[src/rtl/multicycle_control_unit_if.sv]
// ---------------------------------------------------------------------------
// multicycle_control_unit_if
// Bundles every signal exchanged between the multicycle control unit and the
// datapath / memory side, so clk and rst stay the only scalar ports.
//
// Parameter:
//   CNT_W        width of the retired-instruction counter
//
// Datapath -> control unit:
//   run          leave IDLE when sampled high
//   opcode       IR opcode field (6)
//   funct        IR funct field (6)
//   zero         ALU zero flag, meaningful in EXEC
//   mem_ack      one-cycle memory completion pulse
//
// Control unit -> datapath:
//   pc_write, ir_write, mem_req, mem_we, reg_write, reg_dst, alu_src,
//   mem_to_reg   single-bit datapath controls
//   alu_op       0 ADD, 1 SUB, 2 AND, 3 OR, 4 SLT
//   pc_src       0 PC+4, 1 branch target, 2 jump target
//   state        current FSM state (3)
//   busy         high while the unit is executing
//   halted       high only in HALT
//   illegal      sticky illegal-instruction flag
//   instr_count  retired-instruction counter (CNT_W)
//
// modport master : datapath side (drives the inputs of the control unit)
// modport slave  : control unit side
// ---------------------------------------------------------------------------
interface multicycle_control_unit_if #(
  parameter int CNT_W = 16
);
  logic             run;
  logic [5:0]       opcode;
  logic [5:0]       funct;
  logic             zero;
  logic             mem_ack;

  logic             pc_write;
  logic             ir_write;
  logic             mem_req;
  logic             mem_we;
  logic             reg_write;
  logic             reg_dst;
  logic             alu_src;
  logic             mem_to_reg;
  logic [2:0]       alu_op;
  logic [1:0]       pc_src;

  logic [2:0]       state;
  logic             busy;
  logic             halted;
  logic             illegal;
  logic [CNT_W-1:0] instr_count;

  modport master (
    output run, opcode, funct, zero, mem_ack,
    input  pc_write, ir_write, mem_req, mem_we, reg_write, reg_dst,
           alu_src, mem_to_reg, alu_op, pc_src,
           state, busy, halted, illegal, instr_count
  );

  modport slave (
    input  run, opcode, funct, zero, mem_ack,
    output pc_write, ir_write, mem_req, mem_we, reg_write, reg_dst,
           alu_src, mem_to_reg, alu_op, pc_src,
           state, busy, halted, illegal, instr_count
  );
endinterface

[src/rtl/multicycle_control_unit.sv]
// ---------------------------------------------------------------------------
// multicycle_control_unit
// FSM controller for a small MIPS-like multicycle datapath. Sequences
// FETCH -> DECODE -> EXEC -> (MEM) -> (WB) -> FETCH, drives all datapath
// controls combinationally and counts retired instructions.
//
// Ports:
//   clk   single clock, all state changes on its rising edge
//   rst   synchronous, active-high reset
//   bus   multicycle_control_unit_if.slave (run/opcode/funct/zero/mem_ack in,
//         datapath controls and status out)
//
// Configuration macro:
//   CTRL_ILLEGAL_TRAP_EN  when defined, an illegal instruction traps (state
//                         TRAP, sticky illegal flag, not counted). When not
//                         defined, it retires as a NOP and illegal stays 0.
// ---------------------------------------------------------------------------
module multicycle_control_unit #(
  parameter int CNT_W = 16
) (
  input logic                          clk,
  input logic                          rst,
  multicycle_control_unit_if.slave     bus
);

  localparam logic [5:0] OP_RTYPE = 6'h00;
  localparam logic [5:0] OP_J     = 6'h02;
  localparam logic [5:0] OP_BEQ   = 6'h04;
  localparam logic [5:0] OP_ADDI  = 6'h08;
  localparam logic [5:0] OP_LW    = 6'h23;
  localparam logic [5:0] OP_SW    = 6'h2B;
  localparam logic [5:0] OP_HALT  = 6'h3F;

  typedef enum logic [2:0] {
    IDLE   = 3'd0,
    FETCH  = 3'd1,
    DECODE = 3'd2,
    EXEC   = 3'd3,
    MEM    = 3'd4,
    WB     = 3'd5,
    HALT   = 3'd6,
    TRAP   = 3'd7
  } state_t;

  state_t           state_q;
  state_t           state_d;
  logic [CNT_W-1:0] count_q;
  logic             count_inc;
  logic             exec_illegal;

  logic             rtype_ok;
  logic [2:0]       rtype_alu;

  logic             c_pc_write;
  logic             c_ir_write;
  logic             c_mem_req;
  logic             c_mem_we;
  logic             c_reg_write;
  logic             c_reg_dst;
  logic             c_alu_src;
  logic             c_mem_to_reg;
  logic [2:0]       c_alu_op;
  logic [1:0]       c_pc_src;

`ifdef CTRL_ILLEGAL_TRAP_EN
  logic             illegal_q;
  logic             set_illegal;
`endif

  // R-type funct decode: translate the funct field into an ALU operation and
  // flag any funct value the datapath does not implement.
  always_comb begin
    rtype_ok  = 1'b1;
    rtype_alu = 3'd0;
    case (bus.funct)
      6'h20:   rtype_alu = 3'd0;
      6'h22:   rtype_alu = 3'd1;
      6'h24:   rtype_alu = 3'd2;
      6'h25:   rtype_alu = 3'd3;
      6'h2A:   rtype_alu = 3'd4;
      default: rtype_ok  = 1'b0;
    endcase
  end

  // Next-state and control decode. Every control defaults to 0 so that each
  // state only names what it asserts. count_inc marks exactly the transitions
  // into FETCH that retire an instruction (from EXEC, MEM or WB).
  always_comb begin
    state_d      = state_q;
    count_inc    = 1'b0;
    exec_illegal = 1'b0;
    c_pc_write   = 1'b0;
    c_ir_write   = 1'b0;
    c_mem_req    = 1'b0;
    c_mem_we     = 1'b0;
    c_reg_write  = 1'b0;
    c_reg_dst    = 1'b0;
    c_alu_src    = 1'b0;
    c_mem_to_reg = 1'b0;
    c_alu_op     = 3'd0;
    c_pc_src     = 2'd0;
`ifdef CTRL_ILLEGAL_TRAP_EN
    set_illegal  = 1'b0;
`endif

    case (state_q)
      IDLE: begin
        if (bus.run) state_d = FETCH;
      end

      FETCH: begin
        c_mem_req = 1'b1;
        if (bus.mem_ack) begin
          c_ir_write = 1'b1;
          c_pc_write = 1'b1;
          c_pc_src   = 2'd0;
          state_d    = DECODE;
        end
      end

      DECODE: begin
        state_d = EXEC;
      end

      EXEC: begin
        case (bus.opcode)
          OP_RTYPE: begin
            if (rtype_ok) begin
              c_alu_op  = rtype_alu;
              c_reg_dst = 1'b1;
              state_d   = WB;
            end else begin
              exec_illegal = 1'b1;
            end
          end
          OP_ADDI: begin
            c_alu_src = 1'b1;
            c_alu_op  = 3'd0;
            state_d   = WB;
          end
          OP_LW, OP_SW: begin
            c_alu_src = 1'b1;
            c_alu_op  = 3'd0;
            state_d   = MEM;
          end
          OP_BEQ: begin
            c_alu_op   = 3'd1;
            c_pc_src   = 2'd1;
            c_pc_write = bus.zero;
            state_d    = FETCH;
            count_inc  = 1'b1;
          end
          OP_J: begin
            c_pc_write = 1'b1;
            c_pc_src   = 2'd2;
            state_d    = FETCH;
            count_inc  = 1'b1;
          end
          OP_HALT: begin
            state_d = HALT;
          end
          default: begin
            exec_illegal = 1'b1;
          end
        endcase

        if (exec_illegal) begin
`ifdef CTRL_ILLEGAL_TRAP_EN
          state_d     = TRAP;
          set_illegal = 1'b1;
`else
          state_d   = FETCH;
          count_inc = 1'b1;
`endif
        end
      end

      MEM: begin
        c_mem_req = 1'b1;
        c_mem_we  = (bus.opcode == OP_SW);
        if (bus.mem_ack) begin
          if (bus.opcode == OP_LW) begin
            state_d = WB;
          end else begin
            state_d   = FETCH;
            count_inc = 1'b1;
          end
        end
      end

      WB: begin
        c_reg_write  = 1'b1;
        c_mem_to_reg = (bus.opcode == OP_LW);
        state_d      = FETCH;
        count_inc    = 1'b1;
      end

      HALT:    state_d = HALT;
      TRAP:    state_d = TRAP;
      default: state_d = IDLE;
    endcase
  end

  // State, counter and sticky flag registers. Reset wins over any pending
  // transition, including an outstanding memory request in FETCH or MEM.
  always_ff @(posedge clk) begin
    if (rst) begin
      state_q <= IDLE;
      count_q <= '0;
    end else begin
      state_q <= state_d;
      if (count_inc) count_q <= count_q + 1'b1;
    end
  end

`ifdef CTRL_ILLEGAL_TRAP_EN
  // Illegal flag stays set until reset once a trap has been taken.
  always_ff @(posedge clk) begin
    if (rst)              illegal_q <= 1'b0;
    else if (set_illegal) illegal_q <= 1'b1;
  end
  assign bus.illegal = illegal_q;
`else
  assign bus.illegal = 1'b0;
`endif

  // Controls and busy/halted are forced low while rst is high so that the
  // datapath sees no request in the reset cycle itself.
  assign bus.pc_write    = c_pc_write   & ~rst;
  assign bus.ir_write    = c_ir_write   & ~rst;
  assign bus.mem_req     = c_mem_req    & ~rst;
  assign bus.mem_we      = c_mem_we     & ~rst;
  assign bus.reg_write   = c_reg_write  & ~rst;
  assign bus.reg_dst     = c_reg_dst    & ~rst;
  assign bus.alu_src     = c_alu_src    & ~rst;
  assign bus.mem_to_reg  = c_mem_to_reg & ~rst;
  assign bus.alu_op      = rst ? 3'd0 : c_alu_op;
  assign bus.pc_src      = rst ? 2'd0 : c_pc_src;

  assign bus.state       = state_q;
  assign bus.busy        = ~rst & (state_q != IDLE) & (state_q != HALT) & (state_q != TRAP);
  assign bus.halted      = ~rst & (state_q == HALT);
  assign bus.instr_count = count_q;

endmodule

[src/flat_wrapper.sv]
// flat-port wrapper written by rule: the top's interface ports become plain ports
module multicycle_control_unit_flat 
#(
  parameter int CNT_W = 16
)
  (clk, rst, bus_run, bus_opcode, bus_funct, bus_zero, bus_mem_ack, bus_pc_write, bus_ir_write, bus_mem_req, bus_mem_we, bus_reg_write, bus_reg_dst, bus_alu_src, bus_mem_to_reg, bus_alu_op, bus_pc_src, bus_state, bus_busy, bus_halted, bus_illegal, bus_instr_count);
  multicycle_control_unit_if #(.CNT_W(CNT_W)) bus_i ();
  input logic clk;
  input logic rst;
  input wire logic [$bits(bus_i.run)-1:0] bus_run;
  input wire logic [$bits(bus_i.opcode)-1:0] bus_opcode;
  input wire logic [$bits(bus_i.funct)-1:0] bus_funct;
  input wire logic [$bits(bus_i.zero)-1:0] bus_zero;
  input wire logic [$bits(bus_i.mem_ack)-1:0] bus_mem_ack;
  output wire logic [$bits(bus_i.pc_write)-1:0] bus_pc_write;
  output wire logic [$bits(bus_i.ir_write)-1:0] bus_ir_write;
  output wire logic [$bits(bus_i.mem_req)-1:0] bus_mem_req;
  output wire logic [$bits(bus_i.mem_we)-1:0] bus_mem_we;
  output wire logic [$bits(bus_i.reg_write)-1:0] bus_reg_write;
  output wire logic [$bits(bus_i.reg_dst)-1:0] bus_reg_dst;
  output wire logic [$bits(bus_i.alu_src)-1:0] bus_alu_src;
  output wire logic [$bits(bus_i.mem_to_reg)-1:0] bus_mem_to_reg;
  output wire logic [$bits(bus_i.alu_op)-1:0] bus_alu_op;
  output wire logic [$bits(bus_i.pc_src)-1:0] bus_pc_src;
  output wire logic [$bits(bus_i.state)-1:0] bus_state;
  output wire logic [$bits(bus_i.busy)-1:0] bus_busy;
  output wire logic [$bits(bus_i.halted)-1:0] bus_halted;
  output wire logic [$bits(bus_i.illegal)-1:0] bus_illegal;
  output wire logic [$bits(bus_i.instr_count)-1:0] bus_instr_count;
  assign bus_i.run = bus_run;
  assign bus_i.opcode = bus_opcode;
  assign bus_i.funct = bus_funct;
  assign bus_i.zero = bus_zero;
  assign bus_i.mem_ack = bus_mem_ack;
  assign bus_pc_write = bus_i.pc_write;
  assign bus_ir_write = bus_i.ir_write;
  assign bus_mem_req = bus_i.mem_req;
  assign bus_mem_we = bus_i.mem_we;
  assign bus_reg_write = bus_i.reg_write;
  assign bus_reg_dst = bus_i.reg_dst;
  assign bus_alu_src = bus_i.alu_src;
  assign bus_mem_to_reg = bus_i.mem_to_reg;
  assign bus_alu_op = bus_i.alu_op;
  assign bus_pc_src = bus_i.pc_src;
  assign bus_state = bus_i.state;
  assign bus_busy = bus_i.busy;
  assign bus_halted = bus_i.halted;
  assign bus_illegal = bus_i.illegal;
  assign bus_instr_count = bus_i.instr_count;
  multicycle_control_unit #(.CNT_W(CNT_W)) u_core (.clk(clk), .rst(rst), .bus(bus_i));
endmodule
[config.mk]
export PLATFORM = sky130hd
export DESIGN_NAME = multicycle_control_unit_flat
export DESIGN_NICKNAME = d
export VERILOG_FILES = /design/src/rtl/multicycle_control_unit_if.sv /design/src/rtl/multicycle_control_unit.sv /design/src/flat_wrapper.sv
export SDC_FILE = /design/constraint.sdc
export NUM_CORES = 1
export LEC_CHECK = 0
export BUFFER_PORTS_ARGS = -buffer_cell sky130_fd_sc_hd__buf_2
export CAP_MARGIN = 10
export CORE_AREA = 2 2 52 64
export CTS_CLUSTER_SIZE = 16
export DETAILED_ROUTE_END_ITERATION = 16
export DIE_AREA = 0 0 54 66
export PLACE_DENSITY_LB_ADDON = 0.25
export SETUP_SLACK_MARGIN = 0.2
export SLEW_MARGIN = 20
export SYNTH_ARGS = -nofsm -noshare
export SYNTH_HDL_FRONTEND = slang
export SYNTH_SLANG_ARGS = --single-unit
[constraint.sdc]
create_clock -name clk -period 2 [get_ports clk]
set_input_delay 0.1 -clock clk [delete_from_list [all_inputs] [get_ports clk]]
set_output_delay 0.1 -clock clk [all_outputs]
set_load 0.1 [all_outputs]
==> results.cfg, run 1 <==
[clocking]
clock_path_buffers = 2
clkTransAtPathRegs_ns = 0.11
cts_buffers = 3
cts.sinks = 19
clkLatencyLatePin_ns = 0.31
htreeDepth = 1
cts_tree = done
root_buffer = clkbuf_4

[synthesis]
synth_top_area_cell = dfxtp_1
synth.avg_cell_area_um2 = 7.582
synth_top_flop_cell = dfxtp_1
synthesis.area_um2 = 1388
ys_async_sr_fraction = 0
synthTopCellsByArea = dfxtp_1, a21oi_1, o31ai_1
yosysWarnings = 0
yosysSeqAreaShare = 0.2741
ys_ff_latch = 19
ys_types = 45
synth-edff-count = 0
synth_fp_nets = 201
synth_top_area_share = 0.2741
postSynthCellCount = 183

[placed_design]
globalplace.congestion = 0.7794
portBuffers = 50
hpwl_um = 3035

[grt]
antenna_found_initial = 0
grt_max_degree = 29
grt_pass1_vias = 1657
grt_use_total = 0.2533
grt_overflow_total = 0
grt_pass1_wl_um = 7003

[layout]
area_growth_syn_to_layout_pct = 57.80
final_common_cell = buf_2
layout_common_cells = buf_2, a21oi_1, buf_4
n_antenna_cell = 0
nFillCells = 224
multiInputGateArea_um2 = 1104
nets = 260
drive_gt1_frac = 0.4938
seq_area_um2 = 421.7

[worst_setup_path]
cp-start-kind = flip-flop
required_ns = 1.90
critPathMaxFanout = 3
worstSetupEndpointType = output pin
worstPathCellList = nand2_4 > or4_4 > nor3_4 > nand2_2 > and4b_2 > buf_12
crit_family = simple AND/OR/NAND/NOR gates
slowest_delay_ns = 0.45
cp_num_buf_inv = 1
cp_data_arrival_time_ns = 2.01
crit_type = flip-flop to output pin
cp_slowest_cell = or4_4

[timing]
timing_hold_violations_final = 0
timing.final.crit_share = 1.056
drv_slew = 0
fin_ws_ns = -0.1112
rsz0062_at_grt = true
fmax_ghz = 0.4737
finClkSkew_ns = 0.002418
finalSetupViolCount = 6
whs_ns = 0.1339
min_period_ns = 2.111

[floorplanning]
core_area_um2 = 2973
die_y_um = 66
start_util = 0.4668
num_rows = 22
dieArea_um2 = 3564
pin_count = 52
die_x_um = 54

[power_and_ir_drop]
p_leak_uw = 0.0008883
p_total_uw = 851.2
p_per_area_nw_per_um2 = 388.7
peakVddDrop_uv = 512.9

[job]
maxCapViolations = 0

[route]
drt_iter0_markers = 62
wl_um = 4073
viasPerCell = 6.054
firstDrtPassIters = 4
routedWlPerCell_um = 14.70
vias = 1677
final_antenna_net_count = 0
drc = 0

[status]
status = complete, but fails checks
violations = setup timing

[worst_hold_path]
hp-class = input pin to flip-flop
routing by layer:
metal,up-vias,track usage,part of all wire
met5,-,0,0
met2,61,0.4695,0.54
met1,790,0.2911,0.40
met4,0,0.1000,0.014
met3,5,0.01357,0.051
li1,821,-,-
kinds of logic (layout without fill, tap and decap cells):
| kind of cell | count (synthesis) | count (layout) | share of synthesized area |
|---|---|---|---|
| buf+inv | 23 | 81 | 0.08116 |
| fa+ha+maj | 1 | 1 | 0.009016 |
| simple gates | 78 | 78 | 0.3372 |
| flops | 19 | 19 | 0.2741 |
| xor+xnor | 2 | 2 | 0.01263 |
| other cells | 1 | 1 | 0.002703 |
| compound gates | 59 | 59 | 0.2831 |
worst min-delay path, stage by stage:
cell and delay (ns):
buf_2 0.07, o311ai_0 0.10, a21oi_1 0.14
cell type report:
cell class	instances	area share
well taps	36	0.02057
clock buffers	3	0.01029
multi-input cells	141	0.5040
repair buffers	69	0.2549
inverters	8	0.01543
clock inverters	1	0.002286
flip-flops and latches	19	0.1926
stage by stage:
| step | area [um2] | utilization | setup WS, ns | TNS [ns] | cells |
|---|---|---|---|---|---|
| final | 2190 | 0.7365 | -0.1112 | -0.4591 | 277 |
| after detailed placement | 2053 | 0.6907 | -0.1168 | -0.1520 | 268 |
| after global placement | 2053 | 0.6907 | -0.1014 | -0.1014 | 268 |
| after floorplan | 1629 | - | -0.8591 | -3.649 | 183 |
| after global routing | 2190 | 0.7365 | -0.1670 | -0.7693 | 277 |
| after CTS | 2163 | 0.7277 | -0.08370 | -0.2373 | 276 |
synthesized netlist by cell type (2+ instances only):
library cell,number
nor4b_1,2
or4_1,12
o21ai_0,7
clkbuf_1,7
buf_2,3
buf_4,4
nor3b_1,2
nor2b_1,5
or3_1,6
nor4_1,2
o41ai_1,2
and3_1,6
o211ai_1,2
o31ai_1,12
nor3_1,5
nor2_1,8
a21oi_1,20
nand4_1,2
inv_1,8
o2111ai_1,2
nand3_1,9
a21o_1,3
nand2_1,10
dfxtp_1,19
o21ai_1,4
and2_1,2
final timing paths:
path                              start                          to  slack, ns  depth (start not counted)
min reg2reg  u_core.bus.instr_count[10]  u_core.bus.instr_count[10]       0.49                          2
max reg2reg         u_core.bus.state[2]   u_core.bus.instr_count[8]       0.15                          7
min                             bus_run         u_core.bus.state[0]       0.13                          3
max                 u_core.bus.state[1]               bus_alu_op[2]      -0.11                          6
registers in the layout, summed over array words and instances (netlist names):
name and count:
u_core.bus.instr_count 16, u_core.bus.state 3
timing repair:
| action | CTS | global route |
|---|---|---|
| setup buffers | 4 | 1 |
| endpoints found under the hold margin | 0 | 0 |
| gates resized for setup | 13 | 5 |
| hold buffers | 0 | 0 |
| setup endpoints to repair | 18 | 23 |
| pin swaps | 6 | 2 |
where the power goes:
part | total (uW) | leakage, uW | internal [uW] | switching [uW]
Combinational | 263 | 0.000706 | 81.1 | 182
Clock | 208 | 0.0000177 | 75.0 | 133
Sequential | 380 | 0.000164 | 375 | 5.24
(Power assumes the default switching activity.)
==> run 2: changes to the inputs <==
--- a/config.mk
+++ b/config.mk
@@ -7,10 +7,10 @@
 export LEC_CHECK = 0
 export BUFFER_PORTS_ARGS = -buffer_cell sky130_fd_sc_hd__buf_2
 export CAP_MARGIN = 10
-export CORE_AREA = 2 2 52 64
+export CORE_AREA = 2 2 51 65
 export CTS_CLUSTER_SIZE = 16
 export DETAILED_ROUTE_END_ITERATION = 16
-export DIE_AREA = 0 0 54 66
+export DIE_AREA = 0 0 53 67
 export PLACE_DENSITY_LB_ADDON = 0.25
 export SETUP_SLACK_MARGIN = 0.2
 export SLEW_MARGIN = 20
==> constraint.sdc (replaced) <==
create_clock -name clk -period 2.1 [get_ports clk]
set_input_delay 0.105 -clock clk [delete_from_list [all_inputs] [get_ports clk]]
set_output_delay 0.105 -clock clk [all_outputs]
set_load 0.1 [all_outputs]
==> run 2 against run 1 <==
Effect of this change:
- the flow still finishes with violations (setup timing)
- clock skew grew 0.0049 ns
- wire length rose by 3.0%
- via count shrank 0.36%
- critical endpoint is now bus_alu_op[0]
- highest routed layer unchanged
==> results.cfg, run 2 (same netlist as run 1, synthesis figures left out) <==
[worst_setup_path]
crit_type = flip-flop to output pin
slowest_delay_ns = 0.55
cp_num_buf_inv = 2
cp_data_arrival_time_ns = 2.04
r2r_end = u_core.bus.instr_count[10]
required_ns = 2.00
worstPathCellList = or4_4 > buf_4 > or3_4 > o41ai_4 > buf_12
crit_family = simple AND/OR/NAND/NOR gates
ff2ff_path_depth = 7
critical_path_depth = 5
critPathMaxFanout = 3
crit-reg2reg-launch = u_core.bus.state[2]
cp-start-kind = flip-flop
cp_slowest_cell = or4_4
r2r_slack_ns = 0.25
worstSetupEndpointType = output pin

[clocking]
cts.hold.buffers_added = 0
cts_tree = done
clock_path_buffers = 2
clkLatencyLatePin_ns = 0.30
cts.sinks = 19
clkTransAtPathRegs_ns = 0.11
htreeDepth = 1
root_buffer = clkbuf_4
cts_buffers = 3

[timing]
rsz0062_at_grt = true
fmax_ghz = 0.4652
min_period_ns = 2.149
finalSetupViolCount = 3
timing.final.crit_share = 1.024
timing_hold_violations_final = 0
fin_ws_ns = -0.04950
finClkSkew_ns = 0.007313
drv_slew = 0

[grt]
grt_pass1_wl_um = 6844
grt_overflow_total = 0
grt_use_total = 0.2524
grt_pass1_vias = 1544
grt_util_met3 = 0.02466
grt_max_degree = 33
antenna_found_initial = 0
top_usage_layer = met2
grt_util_met2 = 0.4547
grt_use_met1 = 0.2971

[placed_design]
pre_cts_ws_ns = -0.02379
portBuffers = 50
globalplace.congestion = 0.7791
hpwl_um = 3076

[power_and_ir_drop]
p_leak_uw = 0.0008350
p_per_area_nw_per_um2 = 374.9
p_total_uw = 791.4
peakVddDrop_uv = 349.2

[route]
final_antenna_net_count = 0
drc = 0
wl_um = 4195
vias = 1671
firstDrtPassIters = 4
drt_iter0_markers = 48
viasPerCell = 6.166
routedWlPerCell_um = 15.48

[status]
violations = setup timing
status = complete, but fails checks

[worst_hold_path]
whs_endpoint = u_core.bus.state[1]
hp-class = input pin to flip-flop
min_delay_path_depth = 3
min_from = bus_mem_ack

[layout]
layout_common_cells = buf_2, a21oi_1, o31ai_1, or4_1, buf_4
n_antenna_cell = 0
nets = 254
fin_util = 0.7303
area_growth_syn_to_layout_pct = 52.12
drive_gt1_frac = 0.4766
largest_reg_flops = 16
final_common_cell = buf_2

[floorplanning]
pin_count = 52
core_area_um2 = 2890
num_rows = 22
dieArea_um2 = 3551
start_util = 0.4801
die_y_um = 67
die_x_um = 53

[job]
maxCapViolations = 0
-- run 2: cell types whose count changed in the layout (fill, tap and decap cells not counted), sizes merged --
cell / change
inv: -1
clkinv: -1
clkinvlp: +1
buf: -7
clkbuf: +2
-- run 2: through the flow --
step | TNS [ns] | cells | area [um2] | hold WS [ns]
2_1_floorplan | -2.904 | 183 | 1624 | 0.3000
3_3_place_gp | -0.0002358 | 264 | 2009 | 0.4425
3_5_place_dp | -0.04570 | 264 | 2009 | 0.4553
4_1_cts | -0.1190 | 271 | 2091 | 0.1341
5_1_grt | -0.2657 | 271 | 2111 | 0.1614
6_report | -0.1218 | 271 | 2111 | 0.1383
-- run 2: power breakdown --
part           internal [uW]  switching (uW)
combinational           67.8             173
sequential               357            5.25
clock                   74.0             114
-- run 2: area by class of cell --
type                    count  area, um2
clock buffers               4      26.28
multi-input cells         141       1102
fillers                   232      779.5
inverters                   8      37.54
repair buffers             63      478.0
flip-flops and latches     19      421.7
well taps                  36      45.04
-- run 2: tightest hold or removal path, cell delays in order --
cell and delay, ns:
buf_2 0.12, a21oi_1 0.12, a311oi_1 0.06
-- run 2: routing by layer --
layer  up-vias  share of wire
met5         -              0
met4         0          0.018
met3        11          0.044
met2        56           0.54
met1       797           0.40
li1        807              -
-- run 2: worst max path at each step --
stage | startpoint | end
2_1_floorplan | u_core.bus.state[1] | bus_alu_op[0]
3_3_place_gp | bus_opcode[0] | bus_alu_op[0]
3_5_place_dp | bus_opcode[0] | bus_alu_op[1]
4_1_cts | u_core.bus.state[2] | bus_alu_op[0]
5_1_grt | u_core.bus.state[2] | bus_alu_op[1]
6_report | u_core.bus.state[2] | bus_alu_op[0]
-- run 2: what timing repair did --
action	4_1_cts	5_1_grt
endpoints found under the setup margin	7	20
resized for setup	8	4
pin swaps	3	0
cloned	0	0
setup buffers	3	0
==> run 3: changes to the inputs <==
--- a/config.mk
+++ b/config.mk
@@ -11,7 +11,7 @@
 export CTS_CLUSTER_SIZE = 16
 export DETAILED_ROUTE_END_ITERATION = 16
 export DIE_AREA = 0 0 53 67
-export PLACE_DENSITY_LB_ADDON = 0.25
+export PLACE_DENSITY = 0.77
 export SETUP_SLACK_MARGIN = 0.2
 export SLEW_MARGIN = 20
 export SYNTH_ARGS = -nofsm -noshare
==> run 3 against run 2 <==
Effect of this change:
- the run now ends clean
- wire length increased by 15%
- first-iteration DRC count increased by 42%
- hold slack improved by 0.026 ns
- combinational power increased by 15%
- via count increased by 4.3%
- count of clock-buffer cells in the layout unchanged
- design area increased by 8.2%
- critical path depth increased by 1
- setup slack improved by 0.061 ns
- die area unchanged
- utilization increased by 6.0 points
==> results.cfg, run 3 (same netlist as run 1, synthesis figures left out) <==
[timing]
setup_tns_ns = 0
whs_ns = 0.1646
drv_slew = 0
finalSetupViolCount = 0
min_period_ns = 2.089
timing_hold_violations_final = 0
finClkSkew_ns = 0.005934
rsz0062_at_grt = true
timing.final.crit_share = 0.9946
fmax_ghz = 0.4788

[floorplanning]
dieArea_um2 = 3551
pin_count = 52
start_util = 0.4801
die_x_um = 53
num_rows = 22
core_area_um2 = 2890
die_y_um = 67

[worst_setup_path]
required_ns = 2.00
worstSetupEndpointType = output pin
critPathMaxFanout = 4
cp_data_arrival_time_ns = 1.98
cp-start-kind = flip-flop
crit_type = flip-flop to output pin
startpoint = u_core.bus.state[1]
crit-reg2reg-launch = u_core.bus.state[1]

[worst_hold_path]
hp-class = input pin to flip-flop
min_from = bus_mem_ack

[clocking]
cts.sinks = 19
clock_path_buffers = 2
cts_tree = done
root_buffer = clkbuf_4
htreeDepth = 1
cts.hold.buffers_added = 0
cts_buffers = 3
clkLatencyLatePin_ns = 0.30
clkTransAtPathRegs_ns = 0.11

[layout]
final_common_cell = buf_2
n_antenna_cell = 0
nets = 262
area_growth_syn_to_layout_pct = 64.65
layout_common_cells = buf_2, a21oi_1, buf_4
largest_reg_flops = 16
seq_area_um2 = 421.7
nFillCells = 203
drive_gt1_frac = 0.5391
multiInputGateArea_um2 = 1150
finalInstanceArea_um2 = 2285
fin_util = 0.7905

[power_and_ir_drop]
p_total_uw = 827.3
peakVddDrop_uv = 333.3
p_per_area_nw_per_um2 = 362.1
p_leak_uw = 0.0008995

[route]
final_antenna_net_count = 0
viasPerCell = 6.247
routedWlPerCell_um = 17.31
vias = 1743
wl_um = 4830
firstDrtPassIters = 4
drc = 0
drt_iter0_markers = 68

[grt]
grt_overflow_total = 0
grt_util_met3 = 0.02466
grt_util_met2 = 0.4594
grt_max_degree = 33
antenna_found_initial = 0
grt_use_total = 0.2380
top_usage_layer = met2
grt_pass1_wl_um = 6472
grt_pass1_vias = 1531
grt_use_met1 = 0.2579

[placed_design]
globalplace.congestion = 0.7998
placed_area_um2 = 2022
hpwl_um = 3005
portBuffers = 50

[status]
status = finished, final reports clean

[job]
maxCapViolations = 0
[run 3: cell types whose count changed in the layout (fill, tap and decap cells not counted), moves of 2 or more]
cell      before  now
or4_4          1    6
buf_4         11   14
a21oi_2        0    6
clkbuf_4       4    6
a21oi_1       20   14
or4_1         12    7
buf_6          2    5
buf_2         41   37
buf_8          0    2
[run 3: layer usage]
metal | wire length (um) | up-vias | share of wire
met5 | 0 | - | 0
met4 | 111 | 0 | 0.023
met3 | 235 | 13 | 0.049
met2 | 2595 | 63 | 0.54
met1 | 1888 | 840 | 0.39
li1 | - | 827 | -
[run 3: through the flow]
step | setup WS, ns | cells
after global routing | -0.04137 | 279
final | 0.01140 | 279
after floorplan | -0.7587 | 183
after detailed placement | -0.02300 | 264
after CTS | 0.009801 | 271
after global placement | -0.002366 | 264
[run 3: path summary, 6_finish.rpt]
kind | to | slack [ns] | depth (start not counted)
setup / recovery | bus_alu_op[2] | 0.01 | 6
hold / removal | u_core.bus.state[1] | 0.16 | 3
setup reg to reg | u_core.bus.instr_count[9] | 0.17 | 7
hold reg to reg | u_core.bus.instr_count[10] | 0.49 | 2
[run 3: cell type report]
cell class	instances	area share
repair buffers	71	0.2645
well taps	36	0.01972
clock buffers	4	0.01150
multi-input cells	141	0.5033
inverters	8	0.01643
flip-flops and latches	19	0.1846
[run 3: timing repair]
item                                    in CTS  in global routing
endpoints found under the setup margin       8                 21
pin swaps                                    2                 18
setup buffers                                3                  7
resized for setup                            3                 34
cloned                                       0                  1
[run 3: critical path, stage by stage, from the launching register on]
cell	delay, ns
dfxtp_4	0.38
nand2_4	0.05
or4_4	0.45
nor3_4	0.13
nand2_2	0.12
and4b_4	0.37
buf_12	0.17
[run 3: power breakdown]
group          internal [uW]  switching [uW]
combinational           88.6             187
clock                   74.2             115
sequential               357            5.14
